$ cat src/rtl/ttt_move_tracker_if.sv
// Player/computer move bus between the move tracker and its surroundings.
// The slave side is the tracker; the master side drives entry and c_move.
interface ttt_move_tracker_if;
  logic [3:0] sw_square;
  logic       enter;
  logic [3:0] c_move;
  logic [3:0] h_move;
  logic       h_valid;
  logic       err;
  logic [8:0] board_h;
  logic [8:0] board_c;
  logic       game_over;
  logic [1:0] winner;

  modport master (
    output sw_square, enter, c_move,
    input  h_move, h_valid, err, board_h, board_c, game_over, winner
  );

  modport slave (
    input  sw_square, enter, c_move,
    output h_move, h_valid, err, board_h, board_c, game_over, winner
  );
endinterface

$ cat src/rtl/ttt_move_tracker.sv
// Validates human entries, samples the computer reply C_LAT cycles after each
// h_move update, tracks both boards and ends the game on win, draw or fault.
module ttt_move_tracker #(
  parameter int unsigned C_LAT   = 2,
  parameter logic [3:0]  NO_MOVE = 4'hF
) (
  input logic               clk,
  input logic               rst,
  ttt_move_tracker_if.slave bus
);

  typedef enum logic [2:0] {
    S_INIT,
    S_WAIT_H,
    S_WAIT_C,
    S_CAPT,
    S_DONE
  } state_t;

  localparam logic [2:0] CNT_LAST = 3'(C_LAT - 1);
  localparam logic [8:0] FULL     = 9'h1FF;
  localparam logic [8:0] WIN_MASK [8] = '{
    9'h007, 9'h038, 9'h1C0,
    9'h049, 9'h092, 9'h124,
    9'h111, 9'h054
  };

  state_t     state_q, state_d;
  logic [2:0] cnt_q, cnt_d;
  logic       enter_q;
  logic [3:0] h_move_q, h_move_d;
  logic       h_valid_q, h_valid_d;
  logic       err_q, err_d;
  logic [8:0] board_h_q, board_h_d;
  logic [8:0] board_c_q, board_c_d;
  logic [1:0] winner_q, winner_d;
  logic [3:0] c_samp_q, c_samp_d;

  logic       press;
  logic [8:0] occ;
  logic [8:0] sw_bit;
  logic [8:0] cmove_bit;
  logic [8:0] samp_bit;
  logic [8:0] board_c_nx;
  logic [7:0] h_line;
  logic [7:0] c_line;
  logic       h_win;
  logic       c_win_nx;
  logic       sw_legal;
  logic       samp_bad;

  function automatic logic [8:0] sq_bit(input logic [3:0] sq);
    sq_bit = (sq <= 4'd8) ? (9'd1 << sq) : 9'd0;
  endfunction

  assign press      = bus.enter & ~enter_q;
  assign occ        = board_h_q | board_c_q;
  assign sw_bit     = sq_bit(bus.sw_square);
  assign cmove_bit  = sq_bit(bus.c_move);
  assign samp_bit   = sq_bit(c_samp_q);
  assign board_c_nx = board_c_q | samp_bit;
  assign sw_legal   = (bus.sw_square <= 4'd8) && ((occ & sw_bit) == 9'd0);
  assign samp_bad   = (c_samp_q > 4'd8) || ((occ & samp_bit) != 9'd0);

  // Computer win is judged on the board including the reply being captured,
  // so the game ends straight out of CAPT.
  for (genvar gi = 0; gi < 8; gi++) begin : g_win
    assign h_line[gi] = (board_h_q & WIN_MASK[gi]) == WIN_MASK[gi];
    assign c_line[gi] = (board_c_nx & WIN_MASK[gi]) == WIN_MASK[gi];
  end

  assign h_win    = |h_line;
  assign c_win_nx = |c_line;

  always_comb begin
    state_d   = state_q;
    cnt_d     = cnt_q;
    h_move_d  = h_move_q;
    h_valid_d = 1'b0;
    err_d     = 1'b0;
    board_h_d = board_h_q;
    board_c_d = board_c_q;
    winner_d  = winner_q;
    c_samp_d  = c_samp_q;

    unique case (state_q)
      S_INIT: begin
        if (cnt_q == CNT_LAST) begin
          cnt_d = 3'd0;
          if (bus.c_move > 4'd8) begin
            winner_d = 2'b11;
            state_d  = S_DONE;
          end else begin
            board_c_d = board_c_q | cmove_bit;
            state_d   = S_WAIT_H;
          end
        end else begin
          cnt_d = cnt_q + 3'd1;
        end
      end

      S_WAIT_H: begin
        if (press) begin
          if (sw_legal) begin
            h_move_d  = bus.sw_square;
            board_h_d = board_h_q | sw_bit;
            h_valid_d = 1'b1;
            cnt_d     = 3'd0;
            state_d   = S_WAIT_C;
          end else begin
            err_d = 1'b1;
          end
        end
      end

      S_WAIT_C: begin
        if (h_win) begin
          winner_d = 2'b01;
          state_d  = S_DONE;
        end else if (occ == FULL) begin
          winner_d = 2'b00;
          state_d  = S_DONE;
        end else if (cnt_q == CNT_LAST) begin
          c_samp_d = bus.c_move;
          cnt_d    = 3'd0;
          state_d  = S_CAPT;
        end else begin
          cnt_d = cnt_q + 3'd1;
        end
      end

      S_CAPT: begin
        if (samp_bad) begin
          winner_d = 2'b11;
          state_d  = S_DONE;
        end else begin
          board_c_d = board_c_nx;
          if (c_win_nx) begin
            winner_d = 2'b10;
            state_d  = S_DONE;
          end else if ((board_h_q | board_c_nx) == FULL) begin
            winner_d = 2'b00;
            state_d  = S_DONE;
          end else begin
            state_d = S_WAIT_H;
          end
        end
      end

      S_DONE: begin
        state_d = S_DONE;
      end

      default: begin
        state_d = S_INIT;
      end
    endcase
  end

  // enter_q comes out of reset high so a button held through reset is no press.
  always_ff @(posedge clk) begin
    if (!rst) begin
      state_q   <= S_INIT;
      cnt_q     <= 3'd0;
      enter_q   <= 1'b1;
      h_move_q  <= NO_MOVE;
      h_valid_q <= 1'b0;
      err_q     <= 1'b0;
      board_h_q <= 9'd0;
      board_c_q <= 9'd0;
      winner_q  <= 2'b00;
      c_samp_q  <= 4'd0;
    end else begin
      state_q   <= state_d;
      cnt_q     <= cnt_d;
      enter_q   <= bus.enter;
      h_move_q  <= h_move_d;
      h_valid_q <= h_valid_d;
      err_q     <= err_d;
      board_h_q <= board_h_d;
      board_c_q <= board_c_d;
      winner_q  <= winner_d;
      c_samp_q  <= c_samp_d;
    end
  end

  assign bus.h_move    = h_move_q;
  assign bus.h_valid   = h_valid_q;
  assign bus.err       = err_q;
  assign bus.board_h   = board_h_q;
  assign bus.board_c   = board_c_q;
  assign bus.game_over = (state_q == S_DONE);
  assign bus.winner    = winner_q;

endmodule

$ cat src/flat_wrapper.sv
// flat-port wrapper written by rule: the top's interface ports become plain ports
module ttt_move_tracker_flat 
#(
  parameter int unsigned C_LAT   = 2,
  parameter logic [3:0]  NO_MOVE = 4'hF
)
  (clk, rst, bus_sw_square, bus_enter, bus_c_move, bus_h_move, bus_h_valid, bus_err, bus_board_h, bus_board_c, bus_game_over, bus_winner);
  ttt_move_tracker_if bus_i ();
  input logic clk;
  input logic rst;
  input wire logic [$bits(bus_i.sw_square)-1:0] bus_sw_square;
  input wire logic [$bits(bus_i.enter)-1:0] bus_enter;
  input wire logic [$bits(bus_i.c_move)-1:0] bus_c_move;
  output wire logic [$bits(bus_i.h_move)-1:0] bus_h_move;
  output wire logic [$bits(bus_i.h_valid)-1:0] bus_h_valid;
  output wire logic [$bits(bus_i.err)-1:0] bus_err;
  output wire logic [$bits(bus_i.board_h)-1:0] bus_board_h;
  output wire logic [$bits(bus_i.board_c)-1:0] bus_board_c;
  output wire logic [$bits(bus_i.game_over)-1:0] bus_game_over;
  output wire logic [$bits(bus_i.winner)-1:0] bus_winner;
  assign bus_i.sw_square = bus_sw_square;
  assign bus_i.enter = bus_enter;
  assign bus_i.c_move = bus_c_move;
  assign bus_h_move = bus_i.h_move;
  assign bus_h_valid = bus_i.h_valid;
  assign bus_err = bus_i.err;
  assign bus_board_h = bus_i.board_h;
  assign bus_board_c = bus_i.board_c;
  assign bus_game_over = bus_i.game_over;
  assign bus_winner = bus_i.winner;
  ttt_move_tracker #(.C_LAT(C_LAT), .NO_MOVE(NO_MOVE)) u_core (.clk(clk), .rst(rst), .bus(bus_i));
endmodule
$ cat config.mk
export PLATFORM = sky130hd
export DESIGN_NAME = ttt_move_tracker_flat
export DESIGN_NICKNAME = d
export VERILOG_FILES = /design/src/rtl/ttt_move_tracker_if.sv /design/src/rtl/ttt_move_tracker.sv /design/src/flat_wrapper.sv
export SDC_FILE = /design/constraint.sdc
export NUM_CORES = 1
export LEC_CHECK = 0
export CAP_MARGIN = 20
export CORE_MARGIN = 5
export CORE_UTILIZATION = 40
export DETAILED_ROUTE_END_ITERATION = 16
export GPL_TIMING_DRIVEN = 1
export HOLD_SLACK_MARGIN = 0.06
export SKIP_CTS_REPAIR_TIMING = 1
export SYNTH_ARGS = -nofsm -noshare
export SYNTH_HDL_FRONTEND = slang
export SYNTH_SLANG_ARGS = --single-unit
export TNS_END_PERCENT = 100
$ cat constraint.sdc
create_clock -name clk -period 4.1 [get_ports clk]
set_clock_uncertainty 0.15 [all_clocks]
set_input_delay 0.82 -clock clk [delete_from_list [all_inputs] [get_ports clk]]
set_output_delay 0.82 -clock clk [all_outputs]
set_load 0.05 [all_outputs]
# Yosys cells after proc, flatten, opt, wreduce, memory -nomap -nowiden
# Index checks and enable logic that the tools add are counted.
# Widths: inputs -> output; s select.
[classes]
multipliers = 0
div_mod_pow = 0
bitwise = 11
n_reduce_logical = 17
order_cmp = 5
shifts = 3
n_eq_ne = 34
n_mux = 34
n_addsub = 1
[ops]
columns = ["operator", "n"]
rows = [
  ["$mux 9", 6],
  ["$eq 3x3->1 const B", 17],
  ["$mux 3", 15],
  ["$or 9x9->9", 5],
  ["$shl 1x4->9 const A", 3],
  ["$and 9x9->9", 2],
  ["$eq 9x9->1 const B", 2],
  ["$pmux 9 s2", 1],
  ["$reduce_or 8->1", 2],
  ["$pmux 3 s5", 1],
  ["$mux 2", 7],
  ["$le 4x4->1 const B", 3],
  ["$reduce_and 4->1", 3],
  ["$reduce_and 5->1", 2],
  ["$logic_not 9->1", 1],
  ["$pmux 3 s3", 1],
  ["$reduce_bool 9->1", 1],
  ["$gt 4x4->1 const B", 2],
  ["$ne 2x1->1 const B", 4],
  ["$ne 2x2->1 const B", 4],
  ["$ne 4x1->1 const B", 2],
  ["$eq 3x1->1 const B", 2],
  ["$eq 3x2->1 const B", 2],
  ["$pmux 2 s3", 1],
  ["other kinds (11)", 16],
]
[totals]
register_bits = 37
memories = 0
latch_bits = 0
word_cells = 115
output_inout_bits = 27
rom_bits = 0
mem_bits_rw = 0
inputBits = 11

# Depth between registers and ports, before layout
# Gate-level depths: netlist of the first run.
[depth]
depth_word = 9
depth_mapped = 9
ltp_nobuf = 7

# Worst setup path after synthesis of the first run
# OpenSTA, ideal clock, no wires.
[synth_path]
path_type = "flip-flop to output port"
start = "register u_core.state_q[2]"
end = "output bus_game_over"
stages_incl_launch_ff = 3
n_path_buf = 1
path_slack_ns = 1.431
t_arrival_ns = 1.699
cell_sequence = "dfxtp_1 clkbuf_1 nor3b_1"
[synth_via]
elab_chain_cells = 1
[synth_lines]
columns = ["item", "line", "text"]
rows = [
  ["start, declared", "ttt_move_tracker.sv:28", "state_t state_q, state_d;"],
  ["start signal, assigned", "ttt_move_tracker.sv:174", "state_q <= state_d;"],
  ["$eq 3x3->1", "ttt_move_tracker.sv:192", "assign bus.game_over = (state_q == S_DONE);"],
  ["end, declared", "flat_wrapper.sv:19", "output wire logic [$bits(bus_i.game_over)-1:0] bus_game_over;"],
]
# Every way passes these cells.

# Worst setup path in the final report of the first run
[layout_path]
start = "input bus_sw_square[2]"
end = "register u_core.cnt_q[2]"
[layout_via]
elab_chain_cells = 7
elab_cells_between_ends = 8
classes_between = "1 x order compare; 1 x eq/ne; 1 x shift; 1 x mux; 1 x bitwise; 3 x reduce/logical"
[layout_lines]
columns = ["item", "line", "text"]
rows = [
  ["start, declared", "flat_wrapper.sv:11", "input wire logic [$bits(bus_i.sw_square)-1:0] bus_sw_square;"],
  ["$le 4x4->1 / $shl 1x4->9 (equally long branches)", "ttt_move_tracker.sv:53, ttt_move_tracker.sv:62", ""],
  ["$mux 9", "ttt_move_tracker.sv:53", "sq_bit = (sq <= 4'd8) ? (9'd1 << sq) : 9'd0;"],
  ["$and 9x9->9", "ttt_move_tracker.sv:62", "assign sw_legal = (bus.sw_square <= 4'd8) && ((occ & sw_bit) == 9'd0);"],
  ["$logic_not 9->1", "ttt_move_tracker.sv:62", ""],
  ["$logic_and 1x1->1 (*)", "ttt_move_tracker.sv:62", ""],
  ["$ne 2x1->1 (no line) (*)", "--", ""],
  ["$reduce_and 5->1 (no line) (*)", "--", ""],
  ["end signal, assigned", "ttt_move_tracker.sv:175", "cnt_q <= cnt_d;"],
  ["end, declared", "ttt_move_tracker.sv:29", "logic [2:0] cnt_q, cnt_d;"],
]
# Mark *: on every way between the ends. The rest lies on a longest branch, timed or not.
# A chain may end at the register's enable or synchronous reset.

==> impl_metrics.ini, run 1 <==
[synthesis]
postSynth.asyncResetShare_pct = 0
synth_area_um2 = 2280
ys_seq_elements = 37
synth_commonest_cells = dfxtp_1 (37), nor2_1 (36), a21oi_1 (20)
yosysWarnings = 0
yosysMostFrequentCell = dfxtp_1
synth_area_leaders = dfxtp_1 (32%), nor2_1 (5.9%), mux2i_1 (5.7%), a21oi_1 (4.4%), a31oi_1 (3.0%)
ys_types = 61
synth.avg_cell_area_um2 = 8.01
synth_ff_type = dfxtp_1
synth_edf_count = 0
synthesis.nets = 296
yosysTopAreaCell = dfxtp_1
synthCells = 285
synth_top_area_share_pct = 32.4
yosysSeqAreaShare_pct = 32.4

[routing]
drt.antenna.violating_nets = 0
drc = 0
drt_iter0_drc = 188
vias_per_cell = 5.88
num_vias = 2277
wire_per_inst_um = 16.9
wl_um = 6530
dr.pass1.iters = 4

[place]
placed_area_um2 = 2650
dp_slack_ns = 0.825
gp_congestion = 0.869
port_buffers = 37
dpl.hpwl_um = 4710

[clock_network]
clkLatencyLatePin_ns = 0.29
cts_buffers = 5
cts_tree = done
h-tree-depth = 2
cts_root_buf = clkbuf_8
clk_pin_slew_ns = 0.08
clockBufferDepth = 2
cts_sinks = 37

[global_route]
use_met1_pct = 24.5
grt_pass1_vias = 2183
grt_max_degree = 25
use_met3_pct = 4.32
grt_pass1_wl_um = 10900
overflow = 0
met2_usage_pct = 28.7
track_usage_pct = 18.2
top_usage_layer = met2
antenna_found_initial = 0

[critical_path]
crit_start = bus_sw_square[2]
worstPathRequired_ns = 4.14
crit_fanout = 18
crit_type = input pin to flip-flop
start_kind = input pin
r2r_cells = 7
timing.rr.start = u_core.c_samp_q[1]
r2r_end = u_core.bus.board_c[3]
cp-end-kind = flip-flop
cp.arrival_ns = 2.98
reg2reg_slack_ns = 1.36

[power_and_ir_drop]
netSwitchingPower_uw = 391
p_leak_uw = 0.000897
p_seq_share_pct = 40.0
p_comb_share_pct = 30.0
pwr_density_cell_nw_per_um2 = 402
swShare_pct = 35.1
p_int_uw = 722
power_uw = 1110
peakVddDrop_mv = 0.173
clockPowerShare_pct = 30.0

[finish]
diodes = 0
drive_gt1_share_pct = 6.03
nets = 325
area_delta_synth_final_pct = 21.3
fin_area_um2 = 2770

[timing]
hold_viol = 0
clock.fmax_mhz = 339
setup_ws_ns = 1.15
finalSetupTns_ns = 0
slew_headroom_pct = 49.2
setup_viol = 0
slew_violations = 0
max_slew.worst_pin.slew_ns = 0.752
rsz0062_at_grt = no
period_share_pct = 71.9
fin_crit_ns = 2.95

[die]
io_pins = 38
start_util_pct = 41.2
die-area_um2 = 7320
row_count = 27
coreArea_um2 = 5540
fp.dieH_um = 85.6
die_x_um = 85.6

[worst_hold_path]
holdCritStartpoint = u_core.bus.winner[0]
min_to = u_core.bus.winner[0]
hold_path.class = flip-flop to flip-flop
hold_path_depth = 2

[run]
drv_cap = 0

[run_status]
status = completed
kinds of logic (layout without fill, tap and decap cells):
family / Yosys count / count (layout) / synth area share (%)
AO/OA/AOI/OAI: 85 / 85 / 25.7
flip-flops: 37 / 37 / 32.4
AND/OR/NAND/NOR: 129 / 129 / 31.1
multiplexers: 13 / 13 / 5.70
buffers and inverters: 21 / 51 / 5.10
cells in the final DEF, fill, tap and decap left out, types with 3 or more instances in the layout:
cell type        count
nor2_1              36
mux2i_1             13
o22ai_1              6
nand2b_1             3
clkdlybuf4s50_1     37
nand3_1             12
inv_1                4
nand3b_1             3
dfxtp_1             37
o21ai_0              8
nand4_1              5
a41oi_1              3
o21ai_1              3
or2_1                3
a21oi_1             20
nor2b_1              7
or3_1                4
nor4_1               3
clkbuf_8             6
and2_1               4
o21a_1               7
nand2_1             18
a31oi_1             11
nor3_1              13
per-layer routing:
metal,up-vias,share of wire [%]
li1,1133,-
met1,1048,46
met2,86,45
met3,10,7.1
met4,0,1.7
met5,-,0
registers in the layout (all words and copies together), names as in the netlist:
signal / count
u_core.c_samp_q: 4
u_core.enter_q: 1
u_core.bus.winner: 2
u_core.bus.board_c: 9
u_core.bus.board_h: 9
u_core.bus.err: 1
u_core.bus.h_valid: 1
u_core.bus.h_move: 4
u_core.cnt_q: 3
u_core.state_q: 3
stage by stage:
stage | std cells | util [%] | hold WS, ns
after floorplan | 285 | - | 0.314
after global placement | 379 | 47.9 | 0.303
after detailed placement | 379 | 47.9 | 0.307
after CTS | 387 | 50.0 | 0.318
after global routing | 387 | 50.0 | 0.345
final | 387 | 50.0 | 0.311
power by group through the flow:
| stage | clock network [µW] | logic, µW | registers [µW] |
|---|---|---|---|
| 2_1_floorplan | 0 | 262 | 451 |
| 3_3_place_gp | 0 | 329 | 453 |
| 3_5_place_dp | 0 | 333 | 453 |
| 4_1_cts | 339 | 334 | 445 |
| 5_1_grt | 355 | 369 | 453 |
| 6_report | 334 | 334 | 445 |
critical path, stage by stage:
cell and delay, ns:
clkdlybuf4s50_1 0.57, nor3_1 0.24, a211oi_1 0.07, o32ai_1 0.28, o21ai_1 0.18, a21boi_4 0.46, o2111ai_1 0.21, mux2i_1 0.14
layout make-up:
class | count | area [µm²]
Clock inverter | 1 | 30.0
Timing Repair Buffer | 38 | 378
Multi-Input combinational cell | 227 | 1430
Tap cell | 72 | 90.1
Clock buffer | 7 | 86.3
Inverter | 5 | 18.8
Fill cell | 568 | 2770
Sequential cell | 37 | 741
how the worst max path moves through the flow:
stage          slack, ns  cells after the start               to
4_1_cts             1.15                      8  u_core.cnt_q[2]
6_report            1.15                      8  u_core.cnt_q[2]
3_3_place_gp        0.87                      8  u_core.cnt_q[2]
2_1_floorplan       1.43                      2    bus_game_over
3_5_place_dp        0.83                      8  u_core.cnt_q[2]
5_1_grt             0.93                      8  u_core.cnt_q[2]
(Power assumes the default switching activity.)
==> run 2: changes to the inputs <==
- clock period: 4.1 -> 2.85 ns (I/O delays scaled with it)
==> impl_metrics.ini, run 2 (synthesized netlist as in run 1, its figures left out) <==
[timing]
setup_viol = 0
slew_violations = 0
period_share_pct = 89.8
finalSetupTns_ns = 0
slew_headroom_pct = 59.0
fin_crit_ns = 2.56
clock.fmax_mhz = 391
rsz0062_at_grt = no
hold_viol = 0
max_slew.worst_pin.slew_ns = 0.614
setup_ws_ns = 0.292

[finish]
nets = 338
fin_util_pct = 52.0
instances_no_fill = 400
fillers = 571
multi_input_area_um2 = 1430
area_delta_synth_final_pct = 26.1
regArea_um2 = 741
diodes = 0
fin_area_um2 = 2880
drive_gt1_share_pct = 9.76
layout_common_cells = clkdlybuf4s50_1 (37), dfxtp_1 (37), nor2_1 (36), a21oi_1 (20), nand2_1 (18)

[routing]
wire_per_inst_um = 17.2
num_vias = 2407
drt.antenna.violating_nets = 0
drt_iter0_drc = 248
wl_um = 6870
dr.pass1.iters = 5
drc = 0
vias_per_cell = 6.02

[clock_network]
clkLatencyLatePin_ns = 0.29
h-tree-depth = 2
clockBufferDepth = 2
cts_sinks = 37
clk_pin_slew_ns = 0.07
cts_buffers = 5
cts_tree = done
cts_root_buf = clkbuf_8

[run_status]
status = completed

[global_route]
overflow = 0
grt_pass1_wl_um = 11400
grt_pass1_vias = 2219
grt_max_degree = 24
antenna_found_initial = 0
track_usage_pct = 19.2

[place]
dpl.hpwl_um = 4970
placed_area_um2 = 2760
dp_slack_ns = 0.116
port_buffers = 37
dp_cells = 392
gp_congestion = 0.862

[die]
die-area_um2 = 7320
row_count = 27
io_pins = 38
fp.dieH_um = 85.6
start_util_pct = 41.2
die_x_um = 85.6
coreArea_um2 = 5540

[critical_path]
cpPeakStageDelay_ns = 0.83
start_kind = flip-flop
path_cells = nor3b_1 > clkdlybuf4s50_1
crit_type = flip-flop to output pin
crit_slowest_cell = clkdlybuf4s50_1
crit_fanout = 9
cp.arrival_ns = 1.84
worstPathRequired_ns = 2.13
cp-end-kind = output pin

[power_and_ir_drop]
pwr_density_cell_nw_per_um2 = 561
p_leak_uw = 0.000965
peakVddDrop_mv = 0.263

[worst_hold_path]
hold_path.class = flip-flop to flip-flop

[run]
drv_cap = 0
run 2: changes by cell type in the layout (fill, tap and decap cells not counted):
| cell | delta |
|---|---|
| buf_12 | +1 |
| buf_4 | +12 |
run 2: power breakdown:
| part | switching, µW | internal, µW | total [µW] |
|---|---|---|---|
| registers | 84.3 | 561 | 645 |
| clock network | 188 | 285 | 474 |
| logic | 294 | 205 | 499 |
| total | 566 | 1050 | 1620 |
run 2: worst max-delay path: cells and delay by family (launching register included):
family	cells	cell delay [ns]
buffers and inverters	1	0.83
flip-flops	1	0.50
AND/OR/NAND/NOR	1	0.22
run 2: routing by layer:
layer / GRT usage (%) / vias to the layer above / wire length [µm]
met1: 25.5 / 1147 / 3120
met4: 5.76 / 0 / 99
met5: 0 / - / 0
li1: - / 1164 / -
met3: 3.65 / 9 / 368
met2: 31.4 / 87 / 3270
run 2: through the flow:
step / power [µW] / hold WS [ns]
6_report: 1620 / 0.311
4_1_cts: 1630 / 0.320
3_5_place_dp: 1150 / 0.309
5_1_grt: 1710 / 0.361
2_1_floorplan: 1030 / 0.314
3_3_place_gp: 1150 / 0.301
run 2: path summary, 6_finish.rpt:
| path | cells past startpoint | slack, ns | end | start |
|---|---|---|---|---|
| worst max-delay path | 2 | 0.29 | bus_game_over | u_core.state_q[2] |
| worst min-delay path | 2 | 0.31 | u_core.bus.winner[1] | u_core.bus.winner[1] |
| worst max register to register | 7 | 0.35 | u_core.bus.winner[1] | u_core.c_samp_q[2] |
| worst min register to register | 2 | 0.31 | u_core.bus.winner[1] | u_core.bus.winner[1] |
run 2: area by class of cell:
cell class                 count  share of cell area [%]
clock inverter                 1                    1.04
sequential                    37                    25.7
clock buffer                   7                    3.00
timing repair buffer          51                    16.9
inverter                       5                   0.652
multi-input combinational    227                    49.5
tap                           72                    3.13
==> run 3: changes to the inputs <==
- CORE_MARGIN: 5 -> 1
==> impl_metrics.ini, run 3 (synthesized netlist as in run 1, its figures left out) <==
[run_status]
status = completed

[critical_path]
crit_type = flip-flop to output pin
crit_slowest_cell = clkdlybuf4s50_1
cp-end-kind = output pin
cp.arrival_ns = 1.85
reg2reg_slack_ns = 0.34
worstPathRequired_ns = 2.13
cpPeakStageDelay_ns = 0.83
start_kind = flip-flop
crit_fanout = 9
path_cells = nor3b_1 > clkdlybuf4s50_1
r2r_cells = 7

[die]
start_util_pct = 41.5
io_pins = 38
fp.dieH_um = 77.6
coreArea_um2 = 5510
row_count = 27
die_x_um = 77.6
die-area_um2 = 6010

[timing]
setup_viol = 0
finalSetupTns_ns = 0
fin_crit_ns = 2.57
period_share_pct = 90.1
slew_headroom_pct = 58.5
max_slew.worst_pin.slew_ns = 0.622
holdWs_ns = 0.313
rsz0062_at_grt = no
slew_violations = 0
hold_viol = 0
clock.fmax_mhz = 389

[global_route]
overflow = 0
grt_pass1_wl_um = 11000
grt_pass1_vias = 2135
top_usage_layer = met2
met2_usage_pct = 37.2
track_usage_pct = 23.1
use_met1_pct = 31.4
grt_max_degree = 24
use_met3_pct = 3.88
antenna_found_initial = 0

[clock_network]
clockBufferDepth = 2
clkLatencyLatePin_ns = 0.29
cts_sinks = 37
h-tree-depth = 2
cts_root_buf = clkbuf_8
cts_buffers = 5
clk_pin_slew_ns = 0.08
cts_tree = done

[finish]
fillers = 568
area_delta_synth_final_pct = 26.8
diodes = 0
drive_gt1_share_pct = 10.3
layout_common_cells = clkdlybuf4s50_1 (37), dfxtp_1 (37), nor2_1 (36), a21oi_1 (20), nand2_1 (18)
nets = 340

[place]
port_buffers = 37
gp_congestion = 0.890
dpl.hpwl_um = 4830

[worst_hold_path]
hold_path.class = flip-flop to flip-flop
hold_path_depth = 2

[routing]
drt.antenna.violating_nets = 0
dr.pass1.iters = 4
wire_per_inst_um = 16.9
drt_iter0_drc = 263
wl_um = 6800
drc = 0
vias_per_cell = 5.96
num_vias = 2396

[power_and_ir_drop]
pwr_density_cell_nw_per_um2 = 562
peakVddDrop_mv = 0.258
power_uw = 1630
p_leak_uw = 0.000975

[run]
drv_cap = 0
[run 3: cell count changes in the layout (fill, tap and decap cells not counted), sizes merged]
cell	before	now
buf	14	16
[run 3: metrics by stage]
| stage | setup WS [ns] | cells | cell area (µm²) | util (%) |
|---|---|---|---|---|
| floorplan | 0.431 | 285 | 2280 | - |
| global placement | 0.164 | 394 | 2780 | 50.5 |
| detailed placement | 0.114 | 394 | 2780 | 50.5 |
| CTS | 0.260 | 402 | 2900 | 52.6 |
| global route | 0.143 | 402 | 2900 | 52.6 |
| finish | 0.282 | 402 | 2900 | 52.6 |
[run 3: power by group]
| part | switching (µW) | total [µW] | internal, µW |
|---|---|---|---|
| clock | 201 | 487 | 286 |
| sequential | 83.7 | 644 | 560 |
| combinational | 290 | 497 | 207 |
[run 3: per-layer routing]
layer | vias to the layer above | routed length [µm]
li1 | 1170 | -
met1 | 1139 | 3320
met2 | 79 | 3100
met3 | 8 | 310
met4 | 0 | 69
met5 | - | 0
[run 3: worst max-delay path: cells and delay by family (launching register included)]
family / cells / cell delay (ns)
flip-flops: 1 / 0.49
buffers and inverters: 1 / 0.83
AND/OR/NAND/NOR: 1 / 0.24
[run 3: worst paths after layout]
kind                             start                     to
setup reg to reg    u_core.c_samp_q[3]  u_core.bus.board_c[8]
hold reg to reg   u_core.bus.winner[1]   u_core.bus.winner[1]
setup / recovery     u_core.state_q[2]          bus_game_over
hold / removal    u_core.bus.winner[1]   u_core.bus.winner[1]
[run 3: layout make-up]
type,instances,area (µm²),share of cell area (%)
well taps,72,90.1,3.11
repair buffers,53,503,17.4
inverters,5,18.8,0.648
multi-input cells,227,1430,49.3
clock inverters,1,30.0,1.04
flip-flops and latches,37,741,25.6
clock buffers,7,86.3,2.98
